### src/rtl/pipe_front_regs.sv
// ---------------------------------------------------------------------------
// pipe_front_regs
//
// Front-end pipeline state of a 5-stage MIPS pipeline:
// - the PC register;
// - the IF/ID register;
// - the ID/EX fields the hazard unit reads back (Rt, MemRead), plus the ID/EX
//   control word.
//
// The block acts on the hazard unit's PC hold, IF/ID hold and ID/EX bubble
// requests and on a branch flush. A stall watchdog raises a sticky error when
// the pipeline stays stalled for too long.
//
// Optional feature macro: STALL_PERF_EN
//   defined   -> 32-bit wrapping stall-cycle and bubble counters are built.
//   undefined -> stall_cnt_o and bubble_cnt_o are tied to zero.
//
// Ports:
//   clk_i, rst_i        clock; synchronous active-high reset
//   pc_next_i           next PC from the PC mux
//   instr_i             instruction fetched at pc_o
//   pc_hold_i           hold the PC register
//   if_id_hold_i        hold the IF/ID register
//   bubble_i            zero the ID/EX control, Rt and MemRead fields
//   flush_i             branch taken in ID: squash IF/ID and load pc_next_i
//   ctrl_i              decoded control word for ID/EX
//   rt_i                Rt field for ID/EX
//   memread_i           MemRead for ID/EX
//   pc_o                current PC
//   if_id_pc4_o         PC+4 of the instruction in IF/ID
//   if_id_instr_o       instruction in IF/ID
//   if_id_valid_o       IF/ID holds a real instruction
//   id_ex_ctrl_o        ID/EX control word
//   id_ex_rt_o          ID/EX Rt
//   id_ex_memread_o     ID/EX MemRead
//   stall_err_o         sticky stall-watchdog error
//   stall_cnt_o         total stall cycles
//   bubble_cnt_o        total bubbles inserted
//
// All outputs are registered.
// ---------------------------------------------------------------------------
module pipe_front_regs #(
  parameter logic [31:0] RESET_PC  = 32'h0,
  parameter int          CTRL_W    = 8,
  parameter int          MAX_STALL = 2
) (
  input  logic              clk_i,
  input  logic              rst_i,
  input  logic [31:0]       pc_next_i,
  input  logic [31:0]       instr_i,
  input  logic              pc_hold_i,
  input  logic              if_id_hold_i,
  input  logic              bubble_i,
  input  logic              flush_i,
  input  logic [CTRL_W-1:0] ctrl_i,
  input  logic [4:0]        rt_i,
  input  logic              memread_i,
  output logic [31:0]       pc_o,
  output logic [31:0]       if_id_pc4_o,
  output logic [31:0]       if_id_instr_o,
  output logic              if_id_valid_o,
  output logic [CTRL_W-1:0] id_ex_ctrl_o,
  output logic [4:0]        id_ex_rt_o,
  output logic              id_ex_memread_o,
  output logic              stall_err_o,
  output logic [31:0]       stall_cnt_o,
  output logic [31:0]       bubble_cnt_o
);

  // The counter needs room to count up to MAX_STALL and then saturate.
  localparam int RUN_W = $clog2(MAX_STALL + 2);
  localparam logic [RUN_W-1:0] RUN_LIMIT = RUN_W'(MAX_STALL);

  logic [31:0]       pc_q, pc_d;
  logic [31:0]       if_id_pc4_q, if_id_pc4_d;
  logic [31:0]       if_id_instr_q, if_id_instr_d;
  logic              if_id_valid_q, if_id_valid_d;
  logic [CTRL_W-1:0] id_ex_ctrl_q, id_ex_ctrl_d;
  logic [4:0]        id_ex_rt_q, id_ex_rt_d;
  logic              id_ex_memread_q, id_ex_memread_d;
  logic [RUN_W-1:0]  run_q, run_d;
  logic              stall_err_q, stall_err_d;
  logic              stalled;

  assign stalled = pc_hold_i | if_id_hold_i;

  always_comb begin
    // PC: a flush overrides a hold, because the branch redirect must land.
    pc_d = pc_next_i;
    if (!flush_i && pc_hold_i) begin
      pc_d = pc_q;
    end

    // IF/ID: a flush squashes to a NOP, a hold keeps all three fields, and
    // otherwise the register captures the fetch. PC+4 wraps naturally at 2^32.
    if_id_pc4_d   = pc_q + 32'd4;
    if_id_instr_d = instr_i;
    if_id_valid_d = 1'b1;
    if (flush_i) begin
      if_id_pc4_d   = 32'h0;
      if_id_instr_d = 32'h0;
      if_id_valid_d = 1'b0;
    end else if (if_id_hold_i) begin
      if_id_pc4_d   = if_id_pc4_q;
      if_id_instr_d = if_id_instr_q;
      if_id_valid_d = if_id_valid_q;
    end

    // ID/EX: only a bubble changes this stage. The branch that caused a
    // flush is already in ID, so it still proceeds to EX.
    id_ex_ctrl_d    = ctrl_i;
    id_ex_rt_d      = rt_i;
    id_ex_memread_d = memread_i;
    if (bubble_i) begin
      id_ex_ctrl_d    = '0;
      id_ex_rt_d      = 5'd0;
      id_ex_memread_d = 1'b0;
    end

    // Watchdog: count consecutive stalled cycles (saturating). A flush
    // breaks the run. The error fires when a cycle is still stalled after
    // MAX_STALL stalled cycles have already been counted.
    run_d = '0;
    if (stalled && !flush_i) begin
      run_d = (run_q == '1) ? run_q : run_q + 1'b1;
    end
    stall_err_d = stall_err_q | (stalled && (run_q >= RUN_LIMIT));
  end

  always_ff @(posedge clk_i) begin
    if (rst_i) begin
      pc_q            <= RESET_PC;
      if_id_pc4_q     <= 32'h0;
      if_id_instr_q   <= 32'h0;
      if_id_valid_q   <= 1'b0;
      id_ex_ctrl_q    <= '0;
      id_ex_rt_q      <= 5'd0;
      id_ex_memread_q <= 1'b0;
      run_q           <= '0;
      stall_err_q     <= 1'b0;
    end else begin
      pc_q            <= pc_d;
      if_id_pc4_q     <= if_id_pc4_d;
      if_id_instr_q   <= if_id_instr_d;
      if_id_valid_q   <= if_id_valid_d;
      id_ex_ctrl_q    <= id_ex_ctrl_d;
      id_ex_rt_q      <= id_ex_rt_d;
      id_ex_memread_q <= id_ex_memread_d;
      run_q           <= run_d;
      stall_err_q     <= stall_err_d;
    end
  end

`ifdef STALL_PERF_EN
  logic [31:0] stall_cnt_q, stall_cnt_d;
  logic [31:0] bubble_cnt_q, bubble_cnt_d;

  always_comb begin
    stall_cnt_d  = stall_cnt_q + {31'd0, stalled};
    bubble_cnt_d = bubble_cnt_q + {31'd0, bubble_i};
  end

  always_ff @(posedge clk_i) begin
    if (rst_i) begin
      stall_cnt_q  <= 32'h0;
      bubble_cnt_q <= 32'h0;
    end else begin
      stall_cnt_q  <= stall_cnt_d;
      bubble_cnt_q <= bubble_cnt_d;
    end
  end

  assign stall_cnt_o  = stall_cnt_q;
  assign bubble_cnt_o = bubble_cnt_q;
`else
  assign stall_cnt_o  = 32'h0;
  assign bubble_cnt_o = 32'h0;
`endif

  assign pc_o            = pc_q;
  assign if_id_pc4_o     = if_id_pc4_q;
  assign if_id_instr_o   = if_id_instr_q;
  assign if_id_valid_o   = if_id_valid_q;
  assign id_ex_ctrl_o    = id_ex_ctrl_q;
  assign id_ex_rt_o      = id_ex_rt_q;
  assign id_ex_memread_o = id_ex_memread_q;
  assign stall_err_o     = stall_err_q;

endmodule

### config.mk
export PLATFORM = sky130hd
export DESIGN_NAME = pipe_front_regs
export DESIGN_NICKNAME = d
export VERILOG_FILES = /design/src/rtl/pipe_front_regs.sv
export SDC_FILE = /design/constraint.sdc
export NUM_CORES = 1
export LEC_CHECK = 0
export CORE_AREA = 4 4 122 124
export DETAILED_ROUTE_END_ITERATION = 6
export DIE_AREA = 0 0 126 128
export PLACE_DENSITY_LB_ADDON = 0.15
export SETUP_SLACK_MARGIN = 0.15
export SLEW_MARGIN = 20
export SYNTH_ARGS = -nofsm -noshare
export SYNTH_HDL_FRONTEND = slang
export SYNTH_SLANG_ARGS = --single-unit
### constraint.sdc
create_clock -name clk_i -period 2.1 [get_ports clk_i]
set_input_delay 0.42 -clock clk_i [delete_from_list [all_inputs] [get_ports clk_i]]
set_output_delay 0.42 -clock clk_i [all_outputs]
set_load 0.02 [all_outputs]
==> impl_metrics.prom, run 1 <==
# TYPE chip_impl_metric gauge
chip_impl_metric{name="post_synth_and_or_nand_nor_area_fraction",unit="%"} 18.6
chip_impl_info{name="timing.critical_path.to_type",value="output port"} 1
chip_impl_metric{name="worstPathMaxFanout",unit=""} 10
chip_impl_metric{name="maxClockFrequency",unit="GHz"} 0.525
chip_impl_metric{name="setup_total_negative_slack",unit="ps"} 0
chip_impl_metric{name="initial_core_util",unit="%"} 35.6
chip_impl_metric{name="worst_pin_slew",unit="ps"} 793
chip_impl_metric{name="cts_h_tree_depth",unit=""} 4
chip_impl_metric{name="multi_input_comb_area",unit="um^2"} 2270
chip_impl_metric{name="core_area",unit="um^2"} 13800
chip_impl_info{name="run_status",value="finished clean"} 1
chip_impl_metric{name="routed_wl",unit="um"} 14400
chip_impl_metric{name="finalSetupViolations",unit=""} 0
chip_impl_metric{name="clock_latency",unit="ps"} 410
chip_impl_info{name="timing.critical_path.cells",value="clkdlybuf4s50_1"} 1
chip_impl_metric{name="synth_seq_area_share",unit="%"} 46.6
chip_impl_metric{name="total_buffers_and_inverters_traversed_by_the_critical_path",unit=""} 1
chip_impl_metric{name="drt.antenna.violating_nets",unit=""} 0
chip_impl_metric{name="worstPathRequired",unit="ps"} 1680
chip_impl_metric{name="worst_slew_margin_rel",unit="%"} 47.1
chip_impl_info{name="whs_endpoint",value="stall_err_o"} 1
chip_impl_metric{name="synth_fa_ha_area_share",unit="%"} 0.766
chip_impl_metric{name="min_period_over_period",unit="%"} 90.7
chip_impl_metric{name="number_of_global_route_vias_before_repair",unit=""} 4253
chip_impl_metric{name="synth_xor_xnor_area_share",unit="%"} 2.50
chip_impl_metric{name="sequential_cell_area",unit="um^2"} 2310
chip_impl_metric{name="postSynthRegisterBits",unit=""} 114
chip_impl_metric{name="maxCapViolCount",unit=""} 0
chip_impl_metric{name="critical_path_depth",unit=""} 1
chip_impl_metric{name="globalRouteOverflowTotal",unit=""} 0
chip_impl_info{name="netlist_top_cells_area",value="sky130_fd_sc_hd__dfxtp_1 (47%), sky130_fd_sc_hd__buf_4 (9.8%), sky130_fd_sc_hd__mux2i_1 (7.2%)"} 1
chip_impl_metric{name="grt_start_max_net_pins",unit=""} 52
chip_impl_metric{name="finalHoldViolCount",unit=""} 0
chip_impl_metric{name="final-max-slew-violation-count",unit=""} 0
chip_impl_metric{name="syn_inst",unit=""} 565
chip_impl_metric{name="tritoncts.num_buffers",unit=""} 17
chip_impl_metric{name="ioPinCount",unit=""} 260
chip_impl_metric{name="routability_cong",unit=""} 0.798
chip_impl_metric{name="antenna_cells_inserted",unit=""} 0
chip_impl_info{name="synth_top_cells_by_count",value="sky130_fd_sc_hd__dfxtp_1 (114), sky130_fd_sc_hd__nand2_1 (76), sky130_fd_sc_hd__buf_4 (64)"} 1
chip_impl_metric{name="area_delta_synth_final",unit="%"} 56.6
chip_impl_metric{name="max_stage_delay",unit="ps"} 640
chip_impl_metric{name="clock_sinks",unit=""} 114
chip_impl_metric{name="timing.critical_path.arrival",unit="ps"} 1480
chip_impl_info{name="synth_top_family_by_area",value="simple AND/OR/NAND/NOR gates"} 1
chip_impl_metric{name="r2r.worst_path.cells",unit=""} 4
chip_impl_metric{name="grt_usage",unit="%"} 17.2
chip_impl_metric{name="timing.reg2reg.setup_slack",unit="ps"} 200
chip_impl_metric{name="placement_rows",unit=""} 43
chip_impl_metric{name="dr_total_vias",unit=""} 4466
chip_impl_metric{name="route.detailed.vias_per_inst",unit=""} 4.64
chip_impl_metric{name="synth_edf_count",unit=""} 0
chip_impl_metric{name="vdd_ir_drop_max",unit="uV"} 505
chip_impl_metric{name="p_total",unit="mW"} 6.23
chip_impl_info{name="cpLargestDelayFamily",value="buffers and inverters"} 1
chip_impl_metric{name="worst_hold_slack",unit="ps"} 449
chip_impl_info{name="cts_tree",value="built"} 1
chip_impl_metric{name="path_clk_slew",unit="ps"} 50
chip_impl_info{name="min-delay-start",value="stall_err_o"} 1
chip_impl_metric{name="port-buffer-count",unit=""} 195
chip_impl_metric{name="drt_pass1_iterations",unit=""} 4
chip_impl_metric{name="num-fill-cells",unit=""} 1270
chip_impl_metric{name="wl_per_cell",unit="um"} 14.9
chip_impl_metric{name="floorplan.die_area",unit="um^2"} 16100
chip_impl_info{name="crit-reg2reg-launch",value="pc_o[15]"} 1
chip_impl_metric{name="cts_buffer_depth",unit=""} 2
chip_impl_metric{name="async_flop_share",unit="%"} 0
chip_impl_info{name="synth_area_leader_cell",value="sky130_fd_sc_hd__dfxtp_1"} 1
chip_impl_metric{name="initialDrtViolationCount",unit=""} 169
chip_impl_metric{name="synth_compound_area_share",unit="%"} 11.2
chip_impl_metric{name="yosys_warns",unit=""} 0
chip_impl_metric{name="detailedPlacementHpwl",unit="um"} 10600
chip_impl_metric{name="netlist-cell-type-count",unit=""} 37
chip_impl_info{name="holdCritPathClass",value="flop to flop"} 1
chip_impl_info{name="clock_tree.root_cell",value="sky130_fd_sc_hd__clkbuf_16"} 1
chip_impl_info{name="yosysMostFrequentCell",value="sky130_fd_sc_hd__dfxtp_1"} 1
chip_impl_metric{name="cellLeakagePower",unit="nW"} 3.17
chip_impl_metric{name="synth.mux.area_fraction",unit="%"} 7.15
chip_impl_metric{name="die_height",unit="um"} 128
chip_impl_info{name="critPathSlowestCell",value="sky130_fd_sc_hd__clkdlybuf4s50_1"} 1
chip_impl_metric{name="synth_largest_type_area_fraction",unit="%"} 46.6
chip_impl_metric{name="layout-drive-gt1-share",unit="%"} 11.3
chip_impl_metric{name="power_density",unit="nW/um^2"} 812
chip_impl_info{name="r2r_path_end",value="if_id_pc4_o[27]"} 1
chip_impl_metric{name="nNetsFinal",unit=""} 856
chip_impl_metric{name="hold_depth",unit=""} 2
chip_impl_info{name="worst-setup-path-type",value="flop to output port"} 1
chip_impl_metric{name="clock-skew-final",unit="ps"} 6.34
chip_impl_metric{name="drc_errors",unit=""} 0
chip_impl_metric{name="chipWidth",unit="um"} 126
chip_impl_metric{name="mapped_cell_area",unit="um^2"} 4900
chip_impl_metric{name="grt_first_pass_wirelength",unit="um"} 21900
chip_impl_metric{name="grt_antenna_before_repair",unit=""} 0
chip_impl_metric{name="synthesis.area_per_instance",unit="um^2"} 8.67
chip_impl_info{name="synthFlopType",value="sky130_fd_sc_hd__dfxtp_1"} 1
chip_impl_info{name="worst_setup_start_kind",value="flop"} 1
chip_impl_info{name="rsz0062_at_grt",value="true"} 1
chip_impl_metric{name="timing.final.crit_period",unit="ps"} 1900
==> worst register-to-register path: stages, from the launching register on <==
cell	delay [ps]
sky130_fd_sc_hd__dfxtp_2	330
sky130_fd_sc_hd__nand4_2	200
sky130_fd_sc_hd__or4_4	620
sky130_fd_sc_hd__or4_1	520
sky130_fd_sc_hd__a31oi_1	160
==> flip-flops by register name, indices dropped and copies added (netlist names) <==
register / count
if_id_instr_o: 32
if_id_pc4_o: 32
pc_o: 32
id_ex_ctrl_o: 8
id_ex_rt_o: 5
run_q: 2
id_ex_memread_o: 1
if_id_valid_o: 1
stall_err_o: 1
==> layer usage <==
| metal | global-route usage [%] | wire length (um) | up-vias |
|---|---|---|---|
| li1 | - | - | 2208 |
| met1 | 19.3 | 5680 | 2063 |
| met2 | 28.6 | 7050 | 175 |
| met3 | 7.92 | 1370 | 20 |
| met4 | 6.75 | 261 | 0 |
| met5 | 0 | 0 | - |
==> cell type report <==
cell class	count	share of cell area (%)
multi-input cells	408	29.6
flip-flops and latches	114	30.2
inverters	8	0.392
repair buffers	220	28.6
clock inverters	9	1.62
well taps	180	2.94
clock buffers	23	6.64
==> kinds of logic after synthesis <==
logic type,Yosys count
compound gates,98
xor+xnor,14
fa+ha+maj,3
buf+inv,107
flops,114
mux,35
other cells,1
simple gates,193
==> power breakdown <==
| part | total [mW] | switching (mW) | leakage [nW] | internal (mW) |
|---|---|---|---|---|
| logic | 0.862 | 0.461 | 1.92 | 0.401 |
| registers | 2.34 | 0.0808 | 0.941 | 2.26 |
| clock network | 3.03 | 0.974 | 0.318 | 2.05 |
==> stage by stage <==
stage | utilization [%] | std cells | instance area, um^2 | setup WS [ps]
finish | 55.7 | 962 | 7670 | 195
global route | 55.7 | 962 | 7670 | 113
CTS | 54.9 | 956 | 7560 | 150
detailed placement | 50.3 | 924 | 6930 | 86.8
global placement | 50.3 | 924 | 6930 | 153
floorplan | - | 628 | 5170 | 150
==> cells in the final DEF, fill, tap and decap left out, drive strengths merged, types with 3 or more instances in the layout <==
| cell type | Yosys | routed |
|---|---|---|
| ha | 3 | 3 |
| and4 | 4 | 4 |
| o21ai | 26 | 26 |
| clkbuf | 32 | 23 |
| a21oi | 46 | 46 |
| nand2 | 76 | 76 |
| buf | 67 | 26 |
| or3 | 4 | 4 |
| bufinv | 0 | 3 |
| clkinv | 0 | 6 |
| dlymetal6s2s | 0 | 8 |
| nand4 | 9 | 9 |
| nor2 | 48 | 48 |
| o31ai | 6 | 6 |
| inv | 8 | 8 |
| xor2 | 3 | 3 |
| clkdlybuf4s50 | 0 | 177 |
| a211oi | 5 | 5 |
| nor4 | 8 | 8 |
| or4 | 8 | 9 |
| nor3 | 5 | 5 |
| dlygate4sd2 | 0 | 9 |
| dfxtp | 114 | 114 |
| mux2i | 35 | 35 |
| and2 | 14 | 14 |
| a31oi | 10 | 10 |
| nand3 | 9 | 9 |
| xnor2 | 11 | 11 |
| conb | 1 | 64 |
==> repair_timing <==
action                                  4_1_cts  5_1_grt
buffers inserted                              0        5
hold buffers                                  0        0
endpoints found under the setup margin       18       16
gates resized for setup                      12       18
pin swaps                                     0       13
cloned                                        0        1
==> worst max path at each step <==
stage | endpoint | start | slack (ps)
final | pc_o[21] | pc_o[21] | 200
after global routing | if_id_pc4_o[27] | pc_o[14] | 110
after CTS | if_id_pc4_o[23] | pc_o[11] | 150
after detailed placement | if_id_pc4_o[23] | pc_o[11] | 90
after global placement | if_id_pc4_o[27] | pc_o[11] | 150
after floorplan | if_id_pc4_o[27] | pc_o[8] | 150
No activity file was read; power rests on OpenSTA's default activity.
==> run 2, diff against run 1 <==
--- a/config.mk
+++ b/config.mk
@@ -5,9 +5,10 @@
 export SDC_FILE = /design/constraint.sdc
 export NUM_CORES = 1
 export LEC_CHECK = 0
-export CORE_AREA = 4 4 122 124
+export ABC_AREA = 1
+export CORE_AREA = 4 4 125 127
 export DETAILED_ROUTE_END_ITERATION = 6
-export DIE_AREA = 0 0 126 128
+export DIE_AREA = 0 0 129 131
 export PLACE_DENSITY_LB_ADDON = 0.15
 export SETUP_SLACK_MARGIN = 0.15
 export SLEW_MARGIN = 20
==> run 2 against run 1 <==
- die area rose by 4.8%
- total power shrank 4.5%
- sequential power is essentially flat
- global-route usage increased by 0.20 points
- sequential share of layout area decreased by 0.76 points
- wire length grew 6.8%
- combinational power grew 4.3%
- worst hold slack gained 1.2 ps
- via count is 9.8% higher
- clock skew about the same
- area after synthesis grew 7.8%
==> impl_metrics.prom, run 2 <==
# TYPE chip_impl_metric gauge
chip_impl_info{name="run_status",value="finished clean"} 1
chip_impl_info{name="worst-setup-path-type",value="flop to output port"} 1
chip_impl_metric{name="final-max-slew-violation-count",unit=""} 0
chip_impl_metric{name="grt_first_pass_wirelength",unit="um"} 23300
chip_impl_metric{name="clock_latency",unit="ps"} 410
chip_impl_info{name="critPathSlowestCell",value="sky130_fd_sc_hd__clkdlybuf4s50_1"} 1
chip_impl_metric{name="cts_h_tree_depth",unit=""} 4
chip_impl_info{name="holdCritPathClass",value="flop to flop"} 1
chip_impl_metric{name="mapped_cell_area",unit="um^2"} 5280
chip_impl_metric{name="path_clk_slew",unit="ps"} 50
chip_impl_metric{name="dr_total_vias",unit=""} 4903
chip_impl_metric{name="clock-skew-final",unit="ps"} 6.66
chip_impl_info{name="whs_endpoint",value="stall_err_o"} 1
chip_impl_metric{name="cts_hold_buf",unit=""} 0
chip_impl_metric{name="nNetsFinal",unit=""} 1017
chip_impl_metric{name="synth_largest_type_area_fraction",unit="%"} 43.2
chip_impl_metric{name="initialDrtViolationCount",unit=""} 220
chip_impl_info{name="layout_common_cells",value="sky130_fd_sc_hd__clkdlybuf4s50_1 (182), sky130_fd_sc_hd__nand2_1 (175), sky130_fd_sc_hd__nor2_1 (126), sky130_fd_sc_hd__dfxtp_1 (114), sky130_fd_sc_hd__conb_1 (64)"} 1
chip_impl_info{name="rsz0062_at_grt",value="false"} 1
chip_impl_metric{name="placement_rows",unit=""} 44
chip_impl_info{name="timing.critical_path.cells",value="clkdlybuf4s50_1"} 1
chip_impl_metric{name="synth.mux.area_fraction",unit="%"} 0
chip_impl_metric{name="routability_cong",unit=""} 0.832
chip_impl_info{name="cpLargestDelayFamily",value="buffers and inverters"} 1
chip_impl_info{name="synth_top_family_by_area",value="simple AND/OR/NAND/NOR gates"} 1
chip_impl_metric{name="grt_antenna_before_repair",unit=""} 0
chip_impl_metric{name="floorplan.die_area",unit="um^2"} 16900
chip_impl_metric{name="netlist-cell-type-count",unit=""} 30
chip_impl_metric{name="synth_seq_area_share",unit="%"} 43.2
chip_impl_metric{name="globalRouteOverflowTotal",unit=""} 0
chip_impl_metric{name="wl_per_cell",unit="um"} 13.6
chip_impl_metric{name="maxCapViolCount",unit=""} 0
chip_impl_info{name="min-delay-start",value="stall_err_o"} 1
chip_impl_info{name="layout.cells.most_common",value="sky130_fd_sc_hd__clkdlybuf4s50_1"} 1
chip_impl_metric{name="grt_start_max_net_pins",unit=""} 61
chip_impl_metric{name="drc_errors",unit=""} 0
chip_impl_metric{name="drt.antenna.violating_nets",unit=""} 0
chip_impl_info{name="netlist_top_cells_area",value="sky130_fd_sc_hd__dfxtp_1 (43%), sky130_fd_sc_hd__nand2_1 (12%), sky130_fd_sc_hd__buf_4 (9.1%)"} 1
chip_impl_info{name="synth_area_leader_cell",value="sky130_fd_sc_hd__dfxtp_1"} 1
chip_impl_info{name="yosysMostFrequentCell",value="sky130_fd_sc_hd__nand2_1"} 1
chip_impl_info{name="clock_tree.root_cell",value="sky130_fd_sc_hd__clkbuf_16"} 1
chip_impl_metric{name="post_layout_nonfiller_instances",unit=""} 1127
chip_impl_info{name="r2r_path_end",value="if_id_pc4_o[26]"} 1
chip_impl_metric{name="detailedPlacementHpwl",unit="um"} 11400
chip_impl_metric{name="post_synth_and_or_nand_nor_area_fraction",unit="%"} 27.1
chip_impl_metric{name="chipWidth",unit="um"} 129
chip_impl_metric{name="die_height",unit="um"} 131
chip_impl_metric{name="p_total",unit="mW"} 5.95
chip_impl_metric{name="maxClockFrequency",unit="GHz"} 0.523
chip_impl_metric{name="max_stage_delay",unit="ps"} 680
chip_impl_metric{name="synth_xor_xnor_area_share",unit="%"} 1.66
chip_impl_metric{name="total_buffers_and_inverters_traversed_by_the_critical_path",unit=""} 1
chip_impl_metric{name="power_density",unit="nW/um^2"} 767
chip_impl_metric{name="clock_sinks",unit=""} 114
chip_impl_metric{name="cts_buffer_depth",unit=""} 2
chip_impl_metric{name="core_area",unit="um^2"} 14400
chip_impl_metric{name="worstPathMaxFanout",unit=""} 5
chip_impl_metric{name="tritoncts.num_buffers",unit=""} 17
chip_impl_info{name="crit-reg2reg-launch",value="pc_o[3]"} 1
chip_impl_metric{name="finalHoldViolCount",unit=""} 0
chip_impl_metric{name="vdd_ir_drop_max",unit="uV"} 536
chip_impl_metric{name="route.detailed.vias_per_inst",unit=""} 4.35
chip_impl_metric{name="synthesis.area_per_instance",unit="um^2"} 7.14
chip_impl_metric{name="initial_core_util",unit="%"} 36.6
chip_impl_info{name="timing.critical_path.to_type",value="output port"} 1
chip_impl_info{name="synthFlopType",value="sky130_fd_sc_hd__dfxtp_1"} 1
chip_impl_metric{name="synth_edf_count",unit=""} 0
chip_impl_metric{name="synth_compound_area_share",unit="%"} 11.0
chip_impl_metric{name="area_delta_synth_final",unit="%"} 46.9
chip_impl_metric{name="drt_pass1_iterations",unit=""} 5
chip_impl_metric{name="layout-drive-gt1-share",unit="%"} 5.94
chip_impl_metric{name="setup_total_negative_slack",unit="ps"} 0
chip_impl_metric{name="antenna_cells_inserted",unit=""} 0
chip_impl_metric{name="timing.critical_path.arrival",unit="ps"} 1490
chip_impl_metric{name="hold_depth",unit=""} 2
chip_impl_metric{name="synth_fa_ha_area_share",unit="%"} 0.711
chip_impl_metric{name="timing.reg2reg.setup_slack",unit="ps"} 500
chip_impl_metric{name="async_flop_share",unit="%"} 0
chip_impl_info{name="cts_tree",value="built"} 1
chip_impl_metric{name="syn_inst",unit=""} 740
chip_impl_metric{name="worst_hold_slack",unit="ps"} 451
chip_impl_metric{name="critical_path_depth",unit=""} 1
chip_impl_metric{name="grt_usage",unit="%"} 17.4
chip_impl_metric{name="timing.final.crit_period",unit="ps"} 1910
chip_impl_metric{name="cellLeakagePower",unit="nW"} 3.39
chip_impl_metric{name="port-buffer-count",unit=""} 195
chip_impl_metric{name="min_period_over_period",unit="%"} 91.0
chip_impl_info{name="worst_setup_start_kind",value="flop"} 1
chip_impl_metric{name="number_of_global_route_vias_before_repair",unit=""} 4540
chip_impl_metric{name="finalSetupViolations",unit=""} 0
chip_impl_metric{name="routed_wl",unit="um"} 15300
chip_impl_metric{name="r2r.worst_path.cells",unit=""} 10
chip_impl_metric{name="ioPinCount",unit=""} 260
chip_impl_info{name="synth_top_cells_by_count",value="sky130_fd_sc_hd__nand2_1 (175), sky130_fd_sc_hd__nor2_1 (127), sky130_fd_sc_hd__dfxtp_1 (114)"} 1
chip_impl_metric{name="postSynthRegisterBits",unit=""} 114
chip_impl_metric{name="worstPathRequired",unit="ps"} 1680
chip_impl_metric{name="yosys_warns",unit=""} 0
chip_impl_metric{name="place.detailed.instances",unit=""} 1095
[run 2: how the worst max path moves through the flow]
stage / from / to / slack (ps)
2_1_floorplan: pc_o[3] / if_id_pc4_o[26] / 570
3_3_place_gp: pc_hold_i / pc_o[18] / 420
3_5_place_dp: pc_hold_i / pc_o[28] / 340
4_1_cts: pc_o[8] / pc_o[8] / 150
5_1_grt: pc_o[15] / pc_o[15] / 150
6_report: pc_o[14] / pc_o[14] / 190
[run 2: cell type report]
cell class	instances	area [um^2]
repair buffers	204	2070
fillers	1424	6660
clock buffers	23	478
well taps	184	230
flip-flops and latches	114	2280
multi-input cells	530	2380
inverters	63	236
clock inverters	9	81.3
[run 2: metal layers]
metal	global-route usage [%]	part of all wire (%)	up-vias	wire length, um
met1	22.2	44	2115	6720
met4	5.93	1.7	0	256
met5	0	0	-	0
met2	27.6	45	205	6950
met3	6.26	9.2	17	1420
li1	-	-	2566	-
[run 2: per-stage QoR]
step / instance area, um^2 / setup WS (ps) / util, %
2_1_floorplan: 5520 / 569 / -
3_3_place_gp: 7190 / 416 / 49.8
3_5_place_dp: 7190 / 339 / 49.8
4_1_cts: 7740 / 150 / 53.7
5_1_grt: 7760 / 154 / 53.8
6_report: 7760 / 189 / 53.8
[run 2: what timing repair did]
action                                  CTS  global route
endpoints found under the setup margin    5             8
gates resized for setup                   5             8
setup buffers                             0             0
[run 2: worst reg2reg max path: stages (launching register included)]
cell and delay (ps):
sky130_fd_sc_hd__dfxtp_1 390, sky130_fd_sc_hd__ha_1 300, sky130_fd_sc_hd__inv_1 90, sky130_fd_sc_hd__nor2_1 130, sky130_fd_sc_hd__nand2_2 140, sky130_fd_sc_hd__nor2_4 180, sky130_fd_sc_hd__nand2_1 60, sky130_fd_sc_hd__nand2_1 50
sky130_fd_sc_hd__nand3_1 70, sky130_fd_sc_hd__nand2_1 70, sky130_fd_sc_hd__inv_1 30
[run 2: kinds of logic (layout without fill, tap and decap cells)]
| group | after synthesis | in the layout |
|---|---|---|
| xor+xnor | 10 | 10 |
| flops | 114 | 114 |
| compound gates | 106 | 106 |
| fa+ha+maj | 3 | 3 |
| simple gates | 347 | 347 |
| other cells | 1 | 64 |
| buf+inv | 159 | 299 |
[run 2: power breakdown]
group	switching [mW]	total [mW]	internal, mW
combinational	0.505	0.899	0.394
sequential	0.0839	2.35	2.26
clock	0.992	2.70	1.71
